<file path="src/rtl/fetch_if.sv">
// Fetch-stage bus bundle: redirect inputs, I-cache request/response and decode handshake.
interface fetch_if #(
    parameter int unsigned ADDR_SIZE  = 32,
    parameter int unsigned INSTR_SIZE = 32
);
    logic                  is_exception;
    logic                  is_jump;
    logic                  is_branch;
    logic [ADDR_SIZE-1:0]  pc_jump;
    logic [ADDR_SIZE-1:0]  pc_branch;
    logic                  icache_req;
    logic [ADDR_SIZE-1:0]  icache_addr;
    logic                  icache_hit;
    logic [INSTR_SIZE-1:0] icache_data;
    logic                  dec_valid;
    logic [INSTR_SIZE-1:0] dec_instr;
    logic [ADDR_SIZE-1:0]  dec_pc;
    logic                  dec_ready;

    modport master (
        input  is_exception, is_jump, is_branch, pc_jump, pc_branch,
        output icache_req, icache_addr,
        input  icache_hit, icache_data,
        output dec_valid, dec_instr, dec_pc,
        input  dec_ready
    );

    modport slave (
        output is_exception, is_jump, is_branch, pc_jump, pc_branch,
        input  icache_req, icache_addr,
        output icache_hit, icache_data,
        input  dec_valid, dec_instr, dec_pc,
        output dec_ready
    );
endinterface

</file>
<file path="src/rtl/fetch_unit.sv">
// Instruction fetch stage: PC selection, I-cache request/miss stall, {pc,instr} FIFO to decode.
// Optional performance counters enabled by defining FETCH_PERF_EN.
module fetch_unit #(
    parameter int unsigned           ADDR_SIZE   = 32,
    parameter int unsigned           INSTR_SIZE  = 32,
    parameter int unsigned           QUEUE_DEPTH = 4,
    parameter logic [ADDR_SIZE-1:0]  RESET_PC    = ADDR_SIZE'('h00001000),
    parameter logic [ADDR_SIZE-1:0]  EXC_VECTOR  = ADDR_SIZE'('h00002000),
    parameter int unsigned           PC_STEP     = 4
) (
    input  logic       clk,
    input  logic       reset,
    fetch_if.master    bus
`ifdef FETCH_PERF_EN
    ,
    output logic [31:0] perf_fetched,
    output logic [31:0] perf_miss_cyc,
    output logic [31:0] perf_redirect
`endif
);

    localparam int unsigned PTR_W = (QUEUE_DEPTH > 1) ? $clog2(QUEUE_DEPTH) : 1;
    localparam int unsigned CNT_W = PTR_W + 1;

    typedef enum logic [1:0] {S_IDLE, S_RUN, S_MISS, S_FULL} state_e;

    state_e                 state_q, state_d;
    logic [ADDR_SIZE-1:0]   pc_q, pc_d;
    logic [CNT_W-1:0]       count_q, count_d;
    logic [PTR_W-1:0]       rd_ptr_q, rd_ptr_d;
    logic [PTR_W-1:0]       wr_ptr_q, wr_ptr_d;
    logic [ADDR_SIZE-1:0]   mem_pc_q    [QUEUE_DEPTH];
    logic [INSTR_SIZE-1:0]  mem_instr_q [QUEUE_DEPTH];

    logic                   redirect_c;
    logic [ADDR_SIZE-1:0]   target_c;
    logic                   req_c;
    logic                   push_c;
    logic                   pop_c;
    logic                   full_c;

    // Redirect target, exception > jump > branch
    always_comb begin
        redirect_c = bus.is_exception | bus.is_jump | bus.is_branch;
        target_c   = bus.pc_branch;
        if (bus.is_exception)   target_c = EXC_VECTOR;
        else if (bus.is_jump)   target_c = bus.pc_jump;
    end

    // Full check looks at the registered count only
    assign full_c = (count_q == CNT_W'(QUEUE_DEPTH));
    assign push_c = req_c & bus.icache_hit & ~redirect_c;
    assign pop_c  = (count_q != '0) & bus.dec_ready & ~redirect_c;

    // FSM state register
    always_ff @(posedge clk) begin
        if (reset) state_q <= S_IDLE;
        else       state_q <= state_d;
    end

    // FSM next state
    always_comb begin
        state_d = state_q;
        unique case (state_q)
            S_IDLE: state_d = S_RUN;
            S_RUN: begin
                if (redirect_c)                 state_d = S_RUN;
                else if (full_c && !pop_c)      state_d = S_FULL;
                else if (req_c && !bus.icache_hit) state_d = S_MISS;
            end
            S_MISS: if (redirect_c || bus.icache_hit) state_d = S_RUN;
            S_FULL: if (redirect_c || pop_c)          state_d = S_RUN;
            default: state_d = S_IDLE;
        endcase
    end

    // FSM outputs
    always_comb begin
        req_c = 1'b0;
        if ((state_q == S_RUN || state_q == S_MISS) && !full_c) req_c = 1'b1;
    end

    // PC and FIFO bookkeeping; a redirect flushes and drops the same-cycle hit/pop
    always_comb begin
        pc_d     = pc_q;
        count_d  = count_q;
        rd_ptr_d = rd_ptr_q;
        wr_ptr_d = wr_ptr_q;
        if (redirect_c) begin
            pc_d     = target_c;
            count_d  = '0;
            rd_ptr_d = '0;
            wr_ptr_d = '0;
        end else begin
            if (push_c) begin
                pc_d     = pc_q + ADDR_SIZE'(PC_STEP);
                wr_ptr_d = wr_ptr_q + PTR_W'(1);
            end
            if (pop_c) rd_ptr_d = rd_ptr_q + PTR_W'(1);
            unique case ({push_c, pop_c})
                2'b10:   count_d = count_q + CNT_W'(1);
                2'b01:   count_d = count_q - CNT_W'(1);
                default: count_d = count_q;
            endcase
        end
    end

    always_ff @(posedge clk) begin
        if (reset) begin
            pc_q     <= RESET_PC;
            count_q  <= '0;
            rd_ptr_q <= '0;
            wr_ptr_q <= '0;
        end else begin
            pc_q     <= pc_d;
            count_q  <= count_d;
            rd_ptr_q <= rd_ptr_d;
            wr_ptr_q <= wr_ptr_d;
        end
    end

    // FIFO storage needs no reset; validity is tracked by count_q
    always_ff @(posedge clk) begin
        if (!reset && push_c) begin
            mem_pc_q[wr_ptr_q]    <= pc_q;
            mem_instr_q[wr_ptr_q] <= bus.icache_data;
        end
    end

    assign bus.icache_req  = req_c;
    assign bus.icache_addr = pc_q;
    assign bus.dec_valid   = (count_q != '0);
    assign bus.dec_pc      = mem_pc_q[rd_ptr_q];
    assign bus.dec_instr   = mem_instr_q[rd_ptr_q];

`ifdef FETCH_PERF_EN
    logic [31:0] perf_fetched_q, perf_miss_cyc_q, perf_redirect_q;

    // Saturating event counters
    always_ff @(posedge clk) begin
        if (reset) begin
            perf_fetched_q  <= '0;
            perf_miss_cyc_q <= '0;
            perf_redirect_q <= '0;
        end else begin
            if (push_c && perf_fetched_q != '1)              perf_fetched_q  <= perf_fetched_q + 32'd1;
            if (state_q == S_MISS && perf_miss_cyc_q != '1)  perf_miss_cyc_q <= perf_miss_cyc_q + 32'd1;
            if (redirect_c && perf_redirect_q != '1)         perf_redirect_q <= perf_redirect_q + 32'd1;
        end
    end

    assign perf_fetched  = perf_fetched_q;
    assign perf_miss_cyc = perf_miss_cyc_q;
    assign perf_redirect = perf_redirect_q;
`endif

endmodule

</file>
<file path="src/flat_wrapper.sv">
// flat-port wrapper written by rule: the top's interface ports become plain ports
module fetch_unit_flat 
#(
    parameter int unsigned           ADDR_SIZE   = 32,
    parameter int unsigned           INSTR_SIZE  = 32,
    parameter int unsigned           QUEUE_DEPTH = 4,
    parameter logic [ADDR_SIZE-1:0]  RESET_PC    = ADDR_SIZE'('h00001000),
    parameter logic [ADDR_SIZE-1:0]  EXC_VECTOR  = ADDR_SIZE'('h00002000),
    parameter int unsigned           PC_STEP     = 4
)
  (clk, reset, bus_is_exception, bus_is_jump, bus_is_branch, bus_pc_jump, bus_pc_branch, bus_icache_req, bus_icache_addr, bus_icache_hit, bus_icache_data, bus_dec_valid, bus_dec_instr, bus_dec_pc, bus_dec_ready);
  fetch_if #(.ADDR_SIZE(ADDR_SIZE), .INSTR_SIZE(INSTR_SIZE)) bus_i ();
  input  logic clk;
  input  logic reset;
  input wire logic [$bits(bus_i.is_exception)-1:0] bus_is_exception;
  input wire logic [$bits(bus_i.is_jump)-1:0] bus_is_jump;
  input wire logic [$bits(bus_i.is_branch)-1:0] bus_is_branch;
  input wire logic [$bits(bus_i.pc_jump)-1:0] bus_pc_jump;
  input wire logic [$bits(bus_i.pc_branch)-1:0] bus_pc_branch;
  output wire logic [$bits(bus_i.icache_req)-1:0] bus_icache_req;
  output wire logic [$bits(bus_i.icache_addr)-1:0] bus_icache_addr;
  input wire logic [$bits(bus_i.icache_hit)-1:0] bus_icache_hit;
  input wire logic [$bits(bus_i.icache_data)-1:0] bus_icache_data;
  output wire logic [$bits(bus_i.dec_valid)-1:0] bus_dec_valid;
  output wire logic [$bits(bus_i.dec_instr)-1:0] bus_dec_instr;
  output wire logic [$bits(bus_i.dec_pc)-1:0] bus_dec_pc;
  input wire logic [$bits(bus_i.dec_ready)-1:0] bus_dec_ready;
  assign bus_i.is_exception = bus_is_exception;
  assign bus_i.is_jump = bus_is_jump;
  assign bus_i.is_branch = bus_is_branch;
  assign bus_i.pc_jump = bus_pc_jump;
  assign bus_i.pc_branch = bus_pc_branch;
  assign bus_icache_req = bus_i.icache_req;
  assign bus_icache_addr = bus_i.icache_addr;
  assign bus_i.icache_hit = bus_icache_hit;
  assign bus_i.icache_data = bus_icache_data;
  assign bus_dec_valid = bus_i.dec_valid;
  assign bus_dec_instr = bus_i.dec_instr;
  assign bus_dec_pc = bus_i.dec_pc;
  assign bus_i.dec_ready = bus_dec_ready;
  fetch_unit #(.ADDR_SIZE(ADDR_SIZE), .INSTR_SIZE(INSTR_SIZE), .QUEUE_DEPTH(QUEUE_DEPTH), .RESET_PC(RESET_PC), .EXC_VECTOR(EXC_VECTOR), .PC_STEP(PC_STEP)) u_core (.clk(clk), .reset(reset), .bus(bus_i));
endmodule
</file>
<file path="config.mk">
export PLATFORM = sky130hd
export DESIGN_NAME = fetch_unit_flat
export DESIGN_NICKNAME = d
export VERILOG_FILES = /design/src/rtl/fetch_if.sv /design/src/rtl/fetch_unit.sv /design/src/flat_wrapper.sv
export SDC_FILE = /design/constraint.sdc
export NUM_CORES = 1
export LEC_CHECK = 0
export CORE_UTILIZATION = 52
export CTS_BUF_LIST = sky130_fd_sc_hd__clkbuf_4 sky130_fd_sc_hd__clkbuf_8
export DETAILED_ROUTE_END_ITERATION = 7
export PLACE_DENSITY_LB_ADDON = 0.08
export SETUP_SLACK_MARGIN = 0.4
export SLEW_MARGIN = 30
export SYNTH_ARGS = -nofsm -noshare
export SYNTH_HDL_FRONTEND = slang
export SYNTH_SLANG_ARGS = --single-unit
</file>
<file path="constraint.sdc">
create_clock -name clk -period 6.85 [get_ports clk]
set_input_delay 1.37 -clock clk [delete_from_list [all_inputs] [get_ports clk]]
set_output_delay 1.37 -clock clk [all_outputs]
set_load 0.005 [all_outputs]
</file>
==> impl_metrics.toml, run 1 <==
[worst_setup_path]
critical_path.endpoint_type = "primary output"
startpoint_type = "flip-flop"
criticalPathCategory = "reg2out"
cp.required_ns = 5.48
critPathArrivalTime_ns = 3.10
cp_max_fo = 43

[grt]
grt_max_degree = 65
grt_pass1_wl_um = 41600
grt_usage_pct = 22.7
grt_pass1_vias = 7540
overflow = 0
antenna_found_initial = 0

[hold_path]
hold_path.class = "reg2reg"

[clock_network]
cts_tree = "built"
post_cts_buffers = 0
clkSinkCount = 299
cts_buffers = 47
clock_path_buffers = 3
clock-root-buffer = "clkbuf_8"
cts_hold_repair.buffers = 0
clk_latency_ns = 0.54
clk_pin_slew_ns = 0.06
cts_max_level = 2
cts_resized = 0

[route]
drt-vias-per-instance = 5.72
routed_wl_um = 26900
drt-initial-drc-count = 515
dr.pass1.iters = 5
antenna_left = 0
drc = 0
wire_per_inst_um = 20.7
num_vias = 7440

[sta]
worstMarginPinSlew_ns = 0.944
finClkSkew_ns = 0.0120
setup_viol = 0
rsz0062_at_grt = "false"
finalSetupTns_ns = 0
slew_headroom_pct = 37.1
final_hold_viol_count = 0
whs_ns = 0.506
post-route-period-util_pct = 65.3
setup_ws_ns = 2.38
timing.final.max_slew_violations = 0
min_period_ns = 4.47
fmax_mhz = 224

[power_and_ir_drop]
clock_power_share_pct = 40.6
p_sw_share_pct = 20.6
p_comb_share_pct = 4.9
pwr-share-seq_pct = 54.5
p_int_w = 0.00291
powerDensity_nw_per_um2 = 235
leakagePower_nw = 5.11
switchingPower_w = 0.000754
ir_drop_uv = 134

[synth]
syn-num-nets = 841
yosys-top-cells-area = "edfxtp_1, mux4_2, dfxtp_1"
ys_seq_elements = 299
synth_edf_count = 256
async_flop_share_pct = 0
seq_area_frac_synth_pct = 70.1
synth_top_cell_area_share_pct = 63.0
synth_top_area_cell = "edfxtp_1"
synth_cell_type_count = 52
syn_inst = 728
yosys_most_used_dff = "edfxtp_1"
synth_area_per_cell_um2 = 16.8
synth_area_um2 = 12200
ys_warn_count = 0

[die]
fp.dieH_um = 155
fp.dieW_um = 155
ios = 201
die_area_um2 = 24100
num_rows = 55
start_util_pct = 53.4
core_um2 = 22800

[final_layout]
final_cells = 1300
layout_common_cells = "edfxtp_1, clkdlybuf4s50_1, mux4_2, clkbuf_8, a21oi_1"
drive_gt1_share_pct = 17.5
post-route-util_pct = 68.3
final_common_cell = "edfxtp_1"
area_delta_synth_final_pct = 27.9
num_antenna_cells = 0
nets = 1062

[flow_run]
cap_violations = 0

[placement]
post-place-ws_ns = 2.23
place_congestion = 0.876
numPlacedInstances = 1209
hpwl_um = 17000
port_buffers = 200

[run_status]
outcome = "completed"
[layer usage]
layer	vias to the layer above	track usage, %	share of wire [%]
met5	-	0	0
met1	3710	30.8	42
li1	3391	-	-
met4	0	5.37	1.3
met2	306	38.6	50
met3	33	4.04	6.5
[cell usage after synthesis, types with 6 or more instances]
cell and count:
a211oi_1 8, a21o_1 7, a21oi_1 50, and3_1 13, and4_1 7, buf_2 13, clkbuf_1 24, dfxtp_1 43
edfxtp_1 256, ha_1 9, inv_1 12, mux2i_1 22, mux4_2 64, nand2_1 22, nand2b_1 9, nand3_1 15
nand4_1 11, nor2_1 43, nor3_1 16, nor4_1 10, o21ai_0 8, xor2_1 6
[power by group through the flow]
stage	logic [W]	registers (W)	clock network, W
floorplan	0.0000695	0.00203	0
global placement	0.000171	0.00203	0
detailed placement	0.000177	0.00203	0
CTS	0.000178	0.00200	0.00152
global route	0.000193	0.00200	0.00159
finish	0.000180	0.00200	0.00149
[state kept, by name, summed over array words and instances (netlist names), named ones only]
| signal | count |
|---|---|
| u_core.wr_ptr_q | 2 |
| u_core.bus.icache_addr | 32 |
| u_core.state_q | 2 |
| u_core.mem_instr_q | 128 |
| u_core.rd_ptr_q | 2 |
| u_core.mem_pc_q | 128 |
| u_core.count_q | 3 |
[final timing paths]
path | startpoint | to | slack, ns | cells after the start
setup / recovery | flip-flop | bus_dec_pc[25] | 2.38 | 3
setup reg to reg | u_core.state_q[0] | u_core.mem_pc_q[0][18] | 3.87 | 6
hold / removal | u_core.wr_ptr_q[0] | u_core.wr_ptr_q[0] | 0.51 | 2
hold reg to reg | u_core.wr_ptr_q[0] | u_core.wr_ptr_q[0] | 0.51 | 2
[cell type report]
| cell class | count | area [µm²] |
|---|---|---|
| repair buffers | 210 | 2160 |
| multi-input cells | 379 | 3510 |
| clock buffers | 70 | 851 |
| fillers | 1592 | 7240 |
| well taps | 313 | 392 |
| inverters | 12 | 45.0 |
| clock inverters | 17 | 105 |
| flip-flops and latches | 299 | 8560 |
[worst max-delay path: stages, from the launching register on]
cell and delay (ns):
dfxtp_4 0.93, buf_4 0.53, mux4_2 0.57, clkdlybuf4s50_1 0.51
[logic make-up (layout without fill, tap and decap cells)]
group	after synthesis	count (layout)	synth area share, %
compound gates	108	108	5.70
xor+xnor	7	7	0.502
fa+ha+maj	10	10	1.09
buf+inv	50	309	1.67
flops	299	299	70.1
mux	86	86	13.6
simple gates	168	168	7.36
[per-stage QoR]
step           instance area [µm²]  total power [W]
2_1_floorplan                12200          0.00210
3_3_place_gp                 14500          0.00220
3_5_place_dp                 14500          0.00221
4_1_cts                      15500          0.00369
5_1_grt                      15600          0.00378
6_report                     15600          0.00367
Power figures use the tool's default switching activity.
==> inputs of run 2 (changes only) <==
--- a/config.mk
+++ b/config.mk
@@ -5,7 +5,7 @@
 export SDC_FILE = /design/constraint.sdc
 export NUM_CORES = 1
 export LEC_CHECK = 0
-export CORE_UTILIZATION = 52
+export CORE_UTILIZATION = 50
 export CTS_BUF_LIST = sky130_fd_sc_hd__clkbuf_4 sky130_fd_sc_hd__clkbuf_8
 export DETAILED_ROUTE_END_ITERATION = 7
 export PLACE_DENSITY_LB_ADDON = 0.08
==> constraint.sdc (replaced) <==
create_clock -name clk -period 3.8 [get_ports clk]
set_input_delay 0.76 -clock clk [delete_from_list [all_inputs] [get_ports clk]]
set_output_delay 0.76 -clock clk [all_outputs]
set_load 0.005 [all_outputs]
==> run 2 against run 1 <==
Effect of this change: register-to-register slack worse by 2.7 ns; sequential share of layout area shrank 0.21 points; non-clock buffer count increased by 19; clock power is 68% higher; global-route usage is 0.83 points higher; total power up 75%; critical endpoint is now bus_dec_pc[28]; first-iteration DRC count is 7.0% lower; final cell count rose by 1.2%; routed wire length increased by 5.6%; critical path depth is the same; largest cell class unchanged; design area grew 0.38%; count of clock-buffer cells in the layout fell by 17.
==> impl_metrics.toml, run 2 (same netlist as run 1, synthesis figures left out) <==
[sta]
slew_headroom_pct = 50.8
finClkSkew_ns = 0.0168
worstMarginPinSlew_ns = 0.731
finalSetupTns_ns = 0
min_period_ns = 3.23
timing.final.max_slew_violations = 0
fmax_mhz = 310
setup_viol = 0
final_hold_viol_count = 0
rsz0062_at_grt = "false"
post-route-period-util_pct = 85.0

[final_layout]
final_common_cell = "edfxtp_1"
post-route-util_pct = 66.2
nets = 1080
layout_common_cells = "edfxtp_1, clkdlybuf4s50_1, mux4_2, a21oi_1, clkbuf_8"
multiInputGateArea_um2 = 3490
drive_gt1_share_pct = 18.0
stdcell_area_um2 = 15700
nFillCells = 1695
num_antenna_cells = 0
regArea_um2 = 8560
area_delta_synth_final_pct = 28.4

[route]
drc = 0
antenna_left = 0
drt-initial-drc-count = 479
wire_per_inst_um = 21.6
drt-vias-per-instance = 5.78
dr.pass1.iters = 4
num_vias = 7601
routed_wl_um = 28400

[die]
start_util_pct = 51.5
num_rows = 56
fp.dieW_um = 158
core_um2 = 23700
ios = 201
die_area_um2 = 25000
fp.dieH_um = 158

[clock_network]
cts_hold_repair.buffers = 0
cts_resized = 0
clock_path_buffers = 3
cts_tree = "built"
clk_latency_ns = 0.55
cts_buffers = 46
clkSinkCount = 299
clock-root-buffer = "clkbuf_8"
post_cts_buffers = 1
clk_pin_slew_ns = 0.06
cts_max_level = 2

[power_and_ir_drop]
switchingPower_w = 0.00135
ir_drop_uv = 211
p_sw_share_pct = 20.9
powerDensity_nw_per_um2 = 411
clock_power_share_pct = 38.9
leakagePower_nw = 5.16
p_int_w = 0.00509
power_w = 0.00643
pwr-share-seq_pct = 55.9
p_comb_share_pct = 5.2

[grt]
grt_usage_pct = 23.6
antenna_found_initial = 0
overflow = 0
grt_max_degree = 40
grt_pass1_vias = 7693
grt_pass1_wl_um = 43700

[worst_setup_path]
r2r_slack_ns = 1.17
cp_max_fo = 25
r2r_start = "u_core.state_q[0]"
critPathArrivalTime_ns = 2.47
criticalPathCategory = "reg2out"
reg2reg_depth = 10
startpoint_type = "flip-flop"
critical_path.endpoint_type = "primary output"
cp.required_ns = 3.04
r2r-end = "u_core.count_q[2]"

[hold_path]
hold_path.class = "reg2reg"
hold_path_depth = 0
hold_path.startpoint = "u_core.bus.icache_addr[0]"
worstHoldEndpoint = "u_core.mem_pc_q[0][0]"

[flow_run]
cap_violations = 0

[placement]
hpwl_um = 19000
place_congestion = 0.889
placed_cell_area_um2 = 14800
port_buffers = 200

[run_status]
outcome = "completed"
run 2: changes by cell type in the layout (fill, tap and decap cells not counted), moves of 2 or more:
cell,delta
buf_4,+16
clkbuf_4,-11
clkbuf_8,-6
buf_12,+5
clkinv_2,+3
buf_16,-2
clkinv_1,+2
nor3_2,+2
nor3_4,-2
run 2: area by class of cell:
type                       count  share of cell area (%)
clock buffer                  53                    4.38
inverter                      12                   0.287
clock inverter                24                    1.08
tap                          319                    2.55
sequential                   299                    54.6
timing repair buffer         229                    14.8
multi-input combinational    379                    22.3
run 2: power by group through the flow:
stage	clock network, W	registers (W)	logic, W
3_3_place_gp	0	0.00366	0.000321
6_report	0.00250	0.00360	0.000332
4_1_cts	0.00257	0.00360	0.000332
5_1_grt	0.00271	0.00360	0.000358
3_5_place_dp	0	0.00366	0.000330
2_1_floorplan	0	0.00366	0.000125
run 2: how the worst max path moves through the flow:
| stage | startpoint | end | slack, ns | cells past startpoint |
|---|---|---|---|---|
| floorplan | bus_is_jump | u_core.mem_instr_q[0][0] | 0.89 | 5 |
| global placement | bus_is_exception | u_core.count_q[2] | 0.49 | 9 |
| detailed placement | bus_is_exception | u_core.count_q[2] | 0.38 | 9 |
| CTS | flip-flop | bus_dec_pc[17] | 0.54 | 3 |
| global route | flip-flop | bus_dec_pc[28] | 0.44 | 3 |
| finish | flip-flop | bus_dec_pc[28] | 0.57 | 3 |
run 2: metrics by stage:
step           worst slack [ns]  hold slack [ns]  instances
2_1_floorplan             0.889            0.466        728
3_3_place_gp              0.489            0.476       1237
3_5_place_dp              0.378            0.509       1237
4_1_cts                   0.540            0.518       1315
5_1_grt                   0.436            0.547       1315
6_report                  0.569            0.532       1315
run 2: worst max-delay path: stages, from the launching register on:
cell and delay (ns):
dfxtp_4 0.58, buf_12 0.28, mux4_2 0.58, clkdlybuf4s50_1 0.47
run 2: metal layers:
metal	vias up	GRT usage [%]	share of wire [%]	wire (µm)
met3	46	3.97	6.4	1810
met1	3799	31.6	41	11800
met4	0	8.97	2.8	796
met5	-	0	0	0
met2	335	38.7	49	14000
li1	3421	-	-	-
